--- src/rtl/sb_pkg.sv ---
// Shared types and default latencies for the issue scheduler and its writeback tracker.
package sb_pkg;

    typedef enum logic [1:0] {
        UNIT_ALU   = 2'b00,
        UNIT_LOAD  = 2'b01,
        UNIT_STORE = 2'b10,
        UNIT_MUL   = 2'b11
    } unit_t;

    localparam int unsigned DEF_LAT_ALU  = 1;
    localparam int unsigned DEF_LAT_LOAD = 2;
    localparam int unsigned DEF_LAT_MUL  = 4;

    // STORE has no result; it falls back to the ALU latency for port bookkeeping.
    function automatic int unsigned lat_of(unit_t u,
                                           int unsigned la = DEF_LAT_ALU,
                                           int unsigned ll = DEF_LAT_LOAD,
                                           int unsigned lm = DEF_LAT_MUL);
        lat_of = la;
        case (u)
            UNIT_LOAD: lat_of = ll;
            UNIT_MUL:  lat_of = lm;
            default:   lat_of = la;
        endcase
    endfunction

endpackage

--- src/rtl/sb_wb_tracker.sv ---
// Shared writeback port reservation: shift vector of booked slots with the rd tag of each slot.
module sb_wb_tracker
    import sb_pkg::*;
#(
    parameter int unsigned SBW = 5,
    parameter int unsigned LW  = $clog2(SBW)
) (
    input  logic          clk,
    input  logic          rst,
    input  logic          res_en,
    input  logic [LW-1:0] res_slot,
    input  logic [4:0]    res_rd,
    input  logic [LW-1:0] probe,
    output logic          busy,
    output logic          wb_valid,
    output logic [4:0]    wb_rd
);

    logic [SBW-1:0] wb_res;
    logic [SBW-1:0] res_bit;
    logic [4:0]     tag [SBW];

    assign res_bit = res_en ? (SBW'(1) << res_slot) : '0;

    always_ff @(posedge clk or negedge rst) begin
        if (!rst) begin
            wb_res <= '0;
            for (int unsigned i = 0; i < SBW; i++) tag[i] <= '0;
        end else begin
            wb_res <= (wb_res >> 1) | res_bit;
            for (int unsigned i = 0; i < SBW - 1; i++) tag[i] <= tag[i+1];
            tag[SBW-1] <= '0;
            if (res_en) tag[res_slot] <= res_rd;
        end
    end

    // probe is checked one slot above the booking slot because the vector shifts on the same edge
    assign busy     = wb_res[probe];
    assign wb_valid = wb_res[0];
    assign wb_rd    = tag[0];

endmodule

--- src/rtl/issue_scheduler.sv ---
// In-order issue scheduler with per-register latency countdowns and a single shared writeback port.
// Optional FORWARDING_EN: a source written back this cycle is not treated as a RAW hazard.
module issue_scheduler
    import sb_pkg::*;
#(
    parameter int unsigned NREG     = 32,
    parameter int unsigned SBW      = 5,
    parameter int unsigned LAT_ALU  = DEF_LAT_ALU,
    parameter int unsigned LAT_LOAD = DEF_LAT_LOAD,
    parameter int unsigned LAT_MUL  = DEF_LAT_MUL
) (
    input  logic            clk,
    input  logic            rst,
    input  logic            id_valid,
    output logic            id_ready,
    input  logic [1:0]      id_unit,
    input  logic [4:0]      id_rs1,
    input  logic [4:0]      id_rs2,
    input  logic            id_use_rs2,
    input  logic [4:0]      id_rd,
    input  logic            id_wr_rd,
    input  logic            flush,
    output logic            iss_valid,
    output logic [1:0]      iss_unit,
    output logic [4:0]      iss_rd,
    output logic            wb_valid,
    output logic [4:0]      wb_rd,
    output logic [0:NREG-1] pendente
);

    localparam int unsigned LW = $clog2(SBW);

    unit_t          unit;
    logic [LW-1:0]  lat;
    logic [LW-1:0]  slot;
    logic           wr_eff;
    logic           raw_hz, waw_hz, struct_hz, port_busy;
    logic           issue, set_rd;
    logic [NREG-1:0] blocking;
    logic [SBW-1:0] avail [NREG];

    assign unit   = unit_t'(id_unit);
    assign lat    = LW'(lat_of(unit, LAT_ALU, LAT_LOAD, LAT_MUL));
    assign slot   = lat - LW'(1);
    assign wr_eff = id_wr_rd & (unit != UNIT_STORE);

    always_comb begin
        pendente = '0;
        blocking = '0;
        for (int unsigned r = 0; r < NREG; r++) begin
            pendente[r] = |avail[r];
`ifdef FORWARDING_EN
            blocking[r] = pendente[r] & (avail[r] != SBW'(1));
`else
            blocking[r] = pendente[r];
`endif
        end
    end

    assign raw_hz    = blocking[id_rs1] | (id_use_rs2 & blocking[id_rs2]);
    assign waw_hz    = wr_eff & pendente[id_rd];
    assign struct_hz = wr_eff & port_busy;
    assign id_ready  = !raw_hz && !waw_hz && !struct_hz && !flush;
    assign issue     = id_valid & id_ready;
    assign set_rd    = issue & wr_eff & (id_rd != '0);

    sb_wb_tracker #(.SBW(SBW), .LW(LW)) u_wb (
        .clk      (clk),
        .rst      (rst),
        .res_en   (set_rd),
        .res_slot (slot),
        .res_rd   (id_rd),
        .probe    (lat),
        .busy     (port_busy),
        .wb_valid (wb_valid),
        .wb_rd    (wb_rd)
    );

    always_ff @(posedge clk or negedge rst) begin
        if (!rst) begin
            for (int unsigned r = 0; r < NREG; r++) avail[r] <= '0;
        end else begin
            for (int unsigned r = 0; r < NREG; r++) avail[r] <= avail[r] >> 1;
            if (set_rd) avail[id_rd] <= SBW'(1) << slot;
        end
    end

    always_ff @(posedge clk or negedge rst) begin
        if (!rst) begin
            iss_valid <= 1'b0;
            iss_unit  <= '0;
            iss_rd    <= '0;
        end else begin
            iss_valid <= issue;
            if (issue) begin
                iss_unit <= id_unit;
                iss_rd   <= id_rd;
            end
        end
    end

endmodule
--- config.mk ---
export PLATFORM = sky130hd
export DESIGN_NAME = issue_scheduler
export DESIGN_NICKNAME = d
export VERILOG_FILES = /design/src/rtl/sb_pkg.sv /design/src/rtl/sb_wb_tracker.sv /design/src/rtl/issue_scheduler.sv
export SDC_FILE = /design/constraint.sdc
export NUM_CORES = 1
export LEC_CHECK = 0
export ABC_CLOCK_PERIOD_IN_PS = 4000
export CAP_MARGIN = 40
export CORE_AREA = 2 2 133 135
export DETAILED_ROUTE_END_ITERATION = 16
export DIE_AREA = 0 0 135 137
export PLACE_DENSITY = 0.69
export SETUP_SLACK_MARGIN = 0.1
export SYNTH_ARGS = -nofsm -noshare
export SYNTH_HDL_FRONTEND = slang
export SYNTH_HIERARCHICAL = 1
export SYNTH_SLANG_ARGS = --single-unit
--- constraint.sdc ---
create_clock -name clk -period 4 [get_ports clk]
set_input_delay 0.8 -clock clk [delete_from_list [all_inputs] [get_ports clk]]
set_output_delay 0.8 -clock clk [all_outputs]
set_load 0.01 [all_outputs]
; Yosys cells after proc, flatten, opt, wreduce, memory -nomap -nowiden
; Index checks and enable logic that the tools add are counted.
[word_totals]
regBits = 198
latchBits = 0
mem_bits_rw = 0
romBits = 0
in_bits = 23
elab_cells = 125
memories = 0
[classes]
n_addsub = 1
n_mul = 0
div_mod_pow = 0
order_cmp = 7
n_eq_ne = 3
n_shift = 1
n_mux = 19
bitwise = 11
n_reduce_logical = 42
[ops]
columns = op, n
row1 = $bwmux 160, 1
row2 = $mux 160, 1
row3 = $reduce_or 5->1, 32
row4 = $bwmux 25, 1
row5 = $demux 5 s5, 1
row6 = $mux 25, 1
row7 = $bmux 1 s5, 3
row8 = $demux 5 s3, 1
row9 = $mux 5, 3
row10 = $lt 5x6->1 const B, 2
row11 = $and 1x1->1, 7
row12 = $ge 6x6->1 const B, 1
row13 = $lt 6x1->1 const B, 1
row14 = $not 5->6, 1
row15 = $pmux 3 s2, 1
row16 = $logic_and 1x1->1, 5
row17 = $mux 1, 5
row18 = $or 4x5->5, 1
row19 = $reduce_bool 5->1, 1
row20 = $shl 1x3->5 const A, 1
row21 = $ge 4x4->1 const B, 1
row22 = $logic_not 1->1, 4
row23 = $lt 3x4->1 const B, 1
row24 = $lt 4x1->1 const B, 1
row25 = 7 further kinds, 7

; Logic depth before layout (Yosys ltp)
[logic_depth]
word_depth = 14
depth_mapped = 16

; Modules after synthesis
; The synthesis kept the hierarchy.
[by_module_without_submodules]
columns = module, instances, cells_each, area_each_um2, seq_area_each_um2
row1 = issue_scheduler, 1, 634, 7150.6, 4204.0
row2 = sb_wb_tracker, 1, 77, 1189.9, 750.7

; Worst setup path after synthesis
; No wires, ideal clock.
[synth_timing]
kind = input port to flip-flop
from = in id_unit[0]
to = reg u_wb/tag[10] in the netlist's numbering
setup_ps = 125
t_arrival_ps = 3622
slack_ps = 253
path_stages = 15
n_path_buf = 3
cell_sequence = clkbuf_1 -> nand2_1 -> inv_1 -> o21a_1 -> o21ai_0 -> a21oi_1 -> o31a_1 -> o311a_1 -> and4_4 -> buf_6 -> buf_6 -> and3_1 -> nand2b_1 -> nor3b_4 -> mux2_2
[synth_via]
elab_chain_cells = 12
[synth_lines]
columns = element, line_no
row1 = start: declaration, issue_scheduler.sv:16  ; input logic [1:0] id_unit,
row2 = $eq 2x2->1 or $eq 2x1->1 (tied branches), sb_pkg.sv:21  ; case (u)
row3 = $pmux 3 s2 (*), sb_pkg.sv:21
row4 = net lat[2], issue_scheduler.sv:34  ; logic [LW-1:0] lat;
row5 = $bmux 1 s3 (*), sb_wb_tracker.sv:38  ; assign busy = wb_res[probe];
row6 = $mux 1 (implied by the code) (*), sb_wb_tracker.sv:38
row7 = net port_busy, issue_scheduler.sv:37  ; logic raw_hz, waw_hz, struct_hz, port_busy;
row8 = $and 1x1->1 (*), issue_scheduler.sv:62  ; assign struct_hz = wr_eff & port_busy;
row9 = $logic_not 1->1 (*), issue_scheduler.sv:63  ; assign id_ready = !raw_hz && !waw_hz && !struct_hz && !flush;
row10 = $logic_and 1x1->1 (*) (2 in series), issue_scheduler.sv:63
row11 = $and 1x1->1 (*), issue_scheduler.sv:64  ; assign issue = id_valid & id_ready;
row12 = $and 1x1->1 (*) (2 in series), issue_scheduler.sv:65  ; assign set_rd = issue & wr_eff & (id_rd != '0);
row13 = net set_rd, issue_scheduler.sv:38  ; logic issue, set_rd;
row14 = $mux 25 (*), sb_wb_tracker.sv:33  ; if (res_en) tag[res_slot] <= res_rd;
row15 = end signal: indexed assignment, sb_wb_tracker.sv:33
row16 = end: declaration, sb_wb_tracker.sv:21  ; logic [4:0] tag [SBW];
; The timed path passes the listed nets; every way through them passes the cells marked *. The select of a mux whose other input is x is not followed.
; A chain may end at the register's enable or synchronous reset.

; Final worst setup path
[layout_timing]
from = reg avail[71] in the netlist's numbering
to = out id_ready
[layout_via]
elab_chain_cells = 9
[layout_lines]
columns = element, line_no
row1 = start: declaration, issue_scheduler.sv:40  ; logic [SBW-1:0] avail [NREG];
row2 = start signal: indexed assignment, issue_scheduler.sv:84  ; if (set_rd) avail[id_rd] <= SBW'(1) << slot;
row3 = $reduce_or 5->1 (*), issue_scheduler.sv:51  ; pendente[r] = |avail[r];
row4 = "$bmux 1 s5, on equally long branches", "issue_scheduler.sv:60, issue_scheduler.sv:61"
row5 = "$mux 1, on equally long branches", "issue_scheduler.sv:60, issue_scheduler.sv:61"
row6 = $and 1x1->1 or $mux 1 (tied branches), "issue_scheduler.sv:60, issue_scheduler.sv:61"
row7 = $or 1x1->1 or $and 1x1->1 (tied branches), "issue_scheduler.sv:60, issue_scheduler.sv:61"
row8 = $logic_not 1->1, issue_scheduler.sv:63
row9 = $logic_and 1x1->1 (*) (3 in series), issue_scheduler.sv:63
row10 = end: declaration, issue_scheduler.sv:15  ; output logic id_ready,
; Mark *: on every way between the ends. The rest lies on a longest branch, timed or not. The select of a mux whose other input is x is not followed.

==> flow_metrics.env <==
export IMPL_fin_crit_sh_pct=94.7
export IMPL_yosysWarnings=6
export IMPL_synthArstFlopShare_pct=100
export IMPL_synth_simple_gate_area_share_pct=13.6
export IMPL_synthesis_area_um2=8340
export IMPL_rows=48
export IMPL_core_area_um2=17100
export IMPL_antenna_left=0
export IMPL_synth_top_family_by_area="compound AO/OA/AOI/OAI gates"
export IMPL_rr_endpoint="avail[75]$_DFF_PN0_"
export IMPL_post_drt_wl_per_cell_um=20.0
export IMPL_path_clk_slew_ns=0.08
export IMPL_yosysSeqAreaShare_pct=59.4
export IMPL_place_area_um2=9660
export IMPL_vdd_ir_drop_max_mv=0.304
export IMPL_status="completed"
export IMPL_drcViolationCount=0
export IMPL_setup_viol=0
export IMPL_overflow=0
export IMPL_io_buffers=69
export IMPL_dp_final_hpwl_um=15300
export IMPL_cellPowerDensity_nw_per_um2=417
export IMPL_cts_buffers=17
export IMPL_vias=6158
export IMPL_reg2reg_slack_ns=0.36
export IMPL_grt_pass1_vias=6304
export IMPL_cts_tree="built"
export IMPL_grt_total_usage_pct=24.4
export IMPL_clock_latency_ns=0.44
export IMPL_nets=853
export IMPL_clockRootBuffer="clkbuf_16"
export IMPL_dp_cells=1034
export IMPL_r2r_cells=11
export IMPL_netlist_instances=711
export IMPL_finalCriticalPeriod_ns=3.79
export IMPL_synthAdderAreaFrac_pct=0
export IMPL_skew_ns=0.0115
export IMPL_synthMuxAreaShare_pct=5.85
export IMPL_end_kind="output pin"
export IMPL_finalHoldViolCount=0
export IMPL_clock_sinks=198
export IMPL_synth_seq_cells=198
export IMPL_drive_gt1_share_pct=19.0
export IMPL_multi_input_area_um2=3030
export IMPL_clockBufferDepth=2
export IMPL_rsz0062_at_grt="no"
export IMPL_fill_cells=1375
export IMPL_fp_dieArea_um2=18500
export IMPL_postLayoutCellArea_um2=10300
export IMPL_synth_compound_area_share_pct=14.9
export IMPL_cts_htree_levels=4
export IMPL_die_x_um=135
export IMPL_gp_congestion=0.950
export IMPL_slew_headroom_pct=41.9
export IMPL_synthXorXnorAreaFrac_pct=0
export IMPL_tightest_slew_ns=0.868
export IMPL_synth_edf_count=0
export IMPL_cp_max_fo=2
export IMPL_syn_to_final_growth_pct=23.2
export IMPL_vias_per_cell=5.77
export IMPL_syn_area_per_cell_um2=11.7
export IMPL_ios=70
export IMPL_antenna_cells=0
export IMPL_initial_core_util_pct=48.9
export IMPL_leakage_nw=4.48
export IMPL_die_h_um=137
export IMPL_hold_class="input port to asynchronous set/reset pin"
export IMPL_required_ns=3.20
export IMPL_synth_area_top_cells="dfrtp_1 (59%), a31o_1 (7.5%), mux2_2 (3.8%)"
export IMPL_synth_main_ff_cell="dfrtp_1"
export IMPL_register_area_um2=4950
export IMPL_setup_tns_ns=0
export IMPL_cp_arrival_ns=2.99
export IMPL_fin_util_pct=60.3
export IMPL_ys_types=60
export IMPL_synth_top_cell_by_area="dfrtp_1"
export IMPL_stdcell_count=1068
export IMPL_grt_max_degree=87
export IMPL_cap_violations=0
export IMPL_wl_um=21400
export IMPL_drt_iter0_drc=550
export IMPL_yosys_area_top_type_share_pct=59.4
export IMPL_critPathLaunchType="register"
export IMPL_hold_buffers=0
export IMPL_critPathKind="register to output pin"
export IMPL_antenna_found_initial=0
export IMPL_worstReg2RegStart="avail[71]$_DFF_PN0_"
export IMPL_holdWs_ns=0.250
export IMPL_drtPass1Iterations=5
export IMPL_grt_pass1_wl_um=34100
export IMPL_fmax_mhz=264
export IMPL_finalMaxSlewViolations=0
-- metrics by stage --
| stage | power [W] | worst slack (ns) |
|---|---|---|
| 3_5_place_dp | 0.00264 | -0.130 |
| 3_3_place_gp | 0.00261 | -0.0926 |
| 4_1_cts | 0.00431 | 0.102 |
| 5_1_grt | 0.00444 | 0.157 |
| 6_report | 0.00428 | 0.213 |
| 2_1_floorplan | 0.00240 | 0.253 |
-- cells in the mapped netlist, drive strengths merged, types with 7 or more instances --
master	n
nand3b	8
nor3	25
nand2b	7
inv	35
mux2	30
a21oi	12
a41o	21
o21ai	7
a31o	72
dfrtp	198
nor2b	8
nor4	13
nand2	21
and2	10
or4	24
clkbuf	62
buf	17
nor2	67
-- worst max-delay path, stage by stage (launching register included) --
cell and delay (ns):
dfrtp_1 0.38, or4_4 0.56, nor2_2 0.14, inv_2 0.07
mux2_2 0.26, mux4_2 0.46, nor2_1 0.11, o311a_1 0.21
and3_1 0.21, clkbuf_2 0.15
-- cells by family after synthesis --
| logic type | Yosys count |
|---|---|
| buf+inv | 114 |
| flops | 198 |
| other cells | 1 |
| mux | 40 |
| compound gates | 150 |
| simple gates | 208 |
-- worst max path at each step --
stage	end	cells past startpoint	slack, ns	startpoint
final	id_ready	9	0.21	avail[71]$_DFF_PN0_
after global routing	id_ready	9	0.16	avail[71]$_DFF_PN0_
after CTS	id_ready	9	0.10	avail[71]$_DFF_PN0_
after detailed placement	id_ready	10	-0.13	id_rd[2]
after global placement	id_ready	10	-0.09	id_rd[4]
after floorplan	u_wb/tag[10]$_DFF_PN0_	15	0.25	id_unit[0]
-- routing by layer --
metal  GRT usage (%)  vias to the layer above  wire length [um]
met5               0                        -                 0
met1            32.3                     3122              9220
li1                -                     2759                 -
met2            40.1                      239             10300
met4            9.84                        0               614
met3            4.63                       38              1250
-- where the power goes --
part           switching [W]  internal (W)  total (W)
Sequential         0.0000576       0.00211    0.00217
Combinational       0.000234      0.000203   0.000438
Clock               0.000781      0.000895    0.00168
Total                0.00107       0.00321    0.00428
-- state kept, by name, indices dropped and copies added (netlist names) --
register / count
avail: 160
iss_rd: 5
iss_unit: 2
iss_valid: 1
u_wb/tag: 20
u_wb/wb_rd: 5
u_wb/wb_res: 5
-- layout make-up --
| class | count | share of cell area, % |
|---|---|---|
| Inverter | 35 | 1.28 |
| Sequential cell | 198 | 48.2 |
| Multi-Input combinational cell | 435 | 29.5 |
| Tap cell | 225 | 2.74 |
| Clock buffer | 19 | 4.31 |
| Timing Repair Buffer | 143 | 12.6 |
| Clock inverter | 13 | 1.36 |
-- placed cells by master (no fill, tap or decap), types with 6 or more instances in the layout --
| cell | synthesis | routed |
|---|---|---|
| nor2b_1 | 8 | 8 |
| nand2b_1 | 7 | 7 |
| a41o_1 | 21 | 21 |
| nor3_1 | 23 | 22 |
| and2_1 | 10 | 10 |
| mux2i_1 | 6 | 6 |
| clkdlybuf4s50_1 | 0 | 64 |
| nor2_1 | 66 | 65 |
| o21ai_0 | 7 | 7 |
| or4_1 | 23 | 22 |
| dfrtp_1 | 198 | 198 |
| buf_4 | 6 | 70 |
| nand2_1 | 21 | 21 |
| o22ai_1 | 6 | 6 |
| clkbuf_16 | 0 | 17 |
| nand3b_1 | 8 | 8 |
| conb_1 | 1 | 37 |
| mux2_2 | 28 | 28 |
| inv_1 | 34 | 34 |
| a31o_1 | 71 | 71 |
| nor4_1 | 13 | 13 |
| or2_2 | 6 | 6 |
| a21oi_1 | 12 | 12 |
| clkinv_4 | 0 | 6 |
-- what timing repair did --
action | 4_1_cts | 5_1_grt
setup endpoints to repair | 1 | 1
cloned | 0 | 0
pin swaps | 0 | 1
resized for setup | 3 | 8
buffers inserted | 1 | 1
Note: power is estimated with default switching activity, not from simulation.
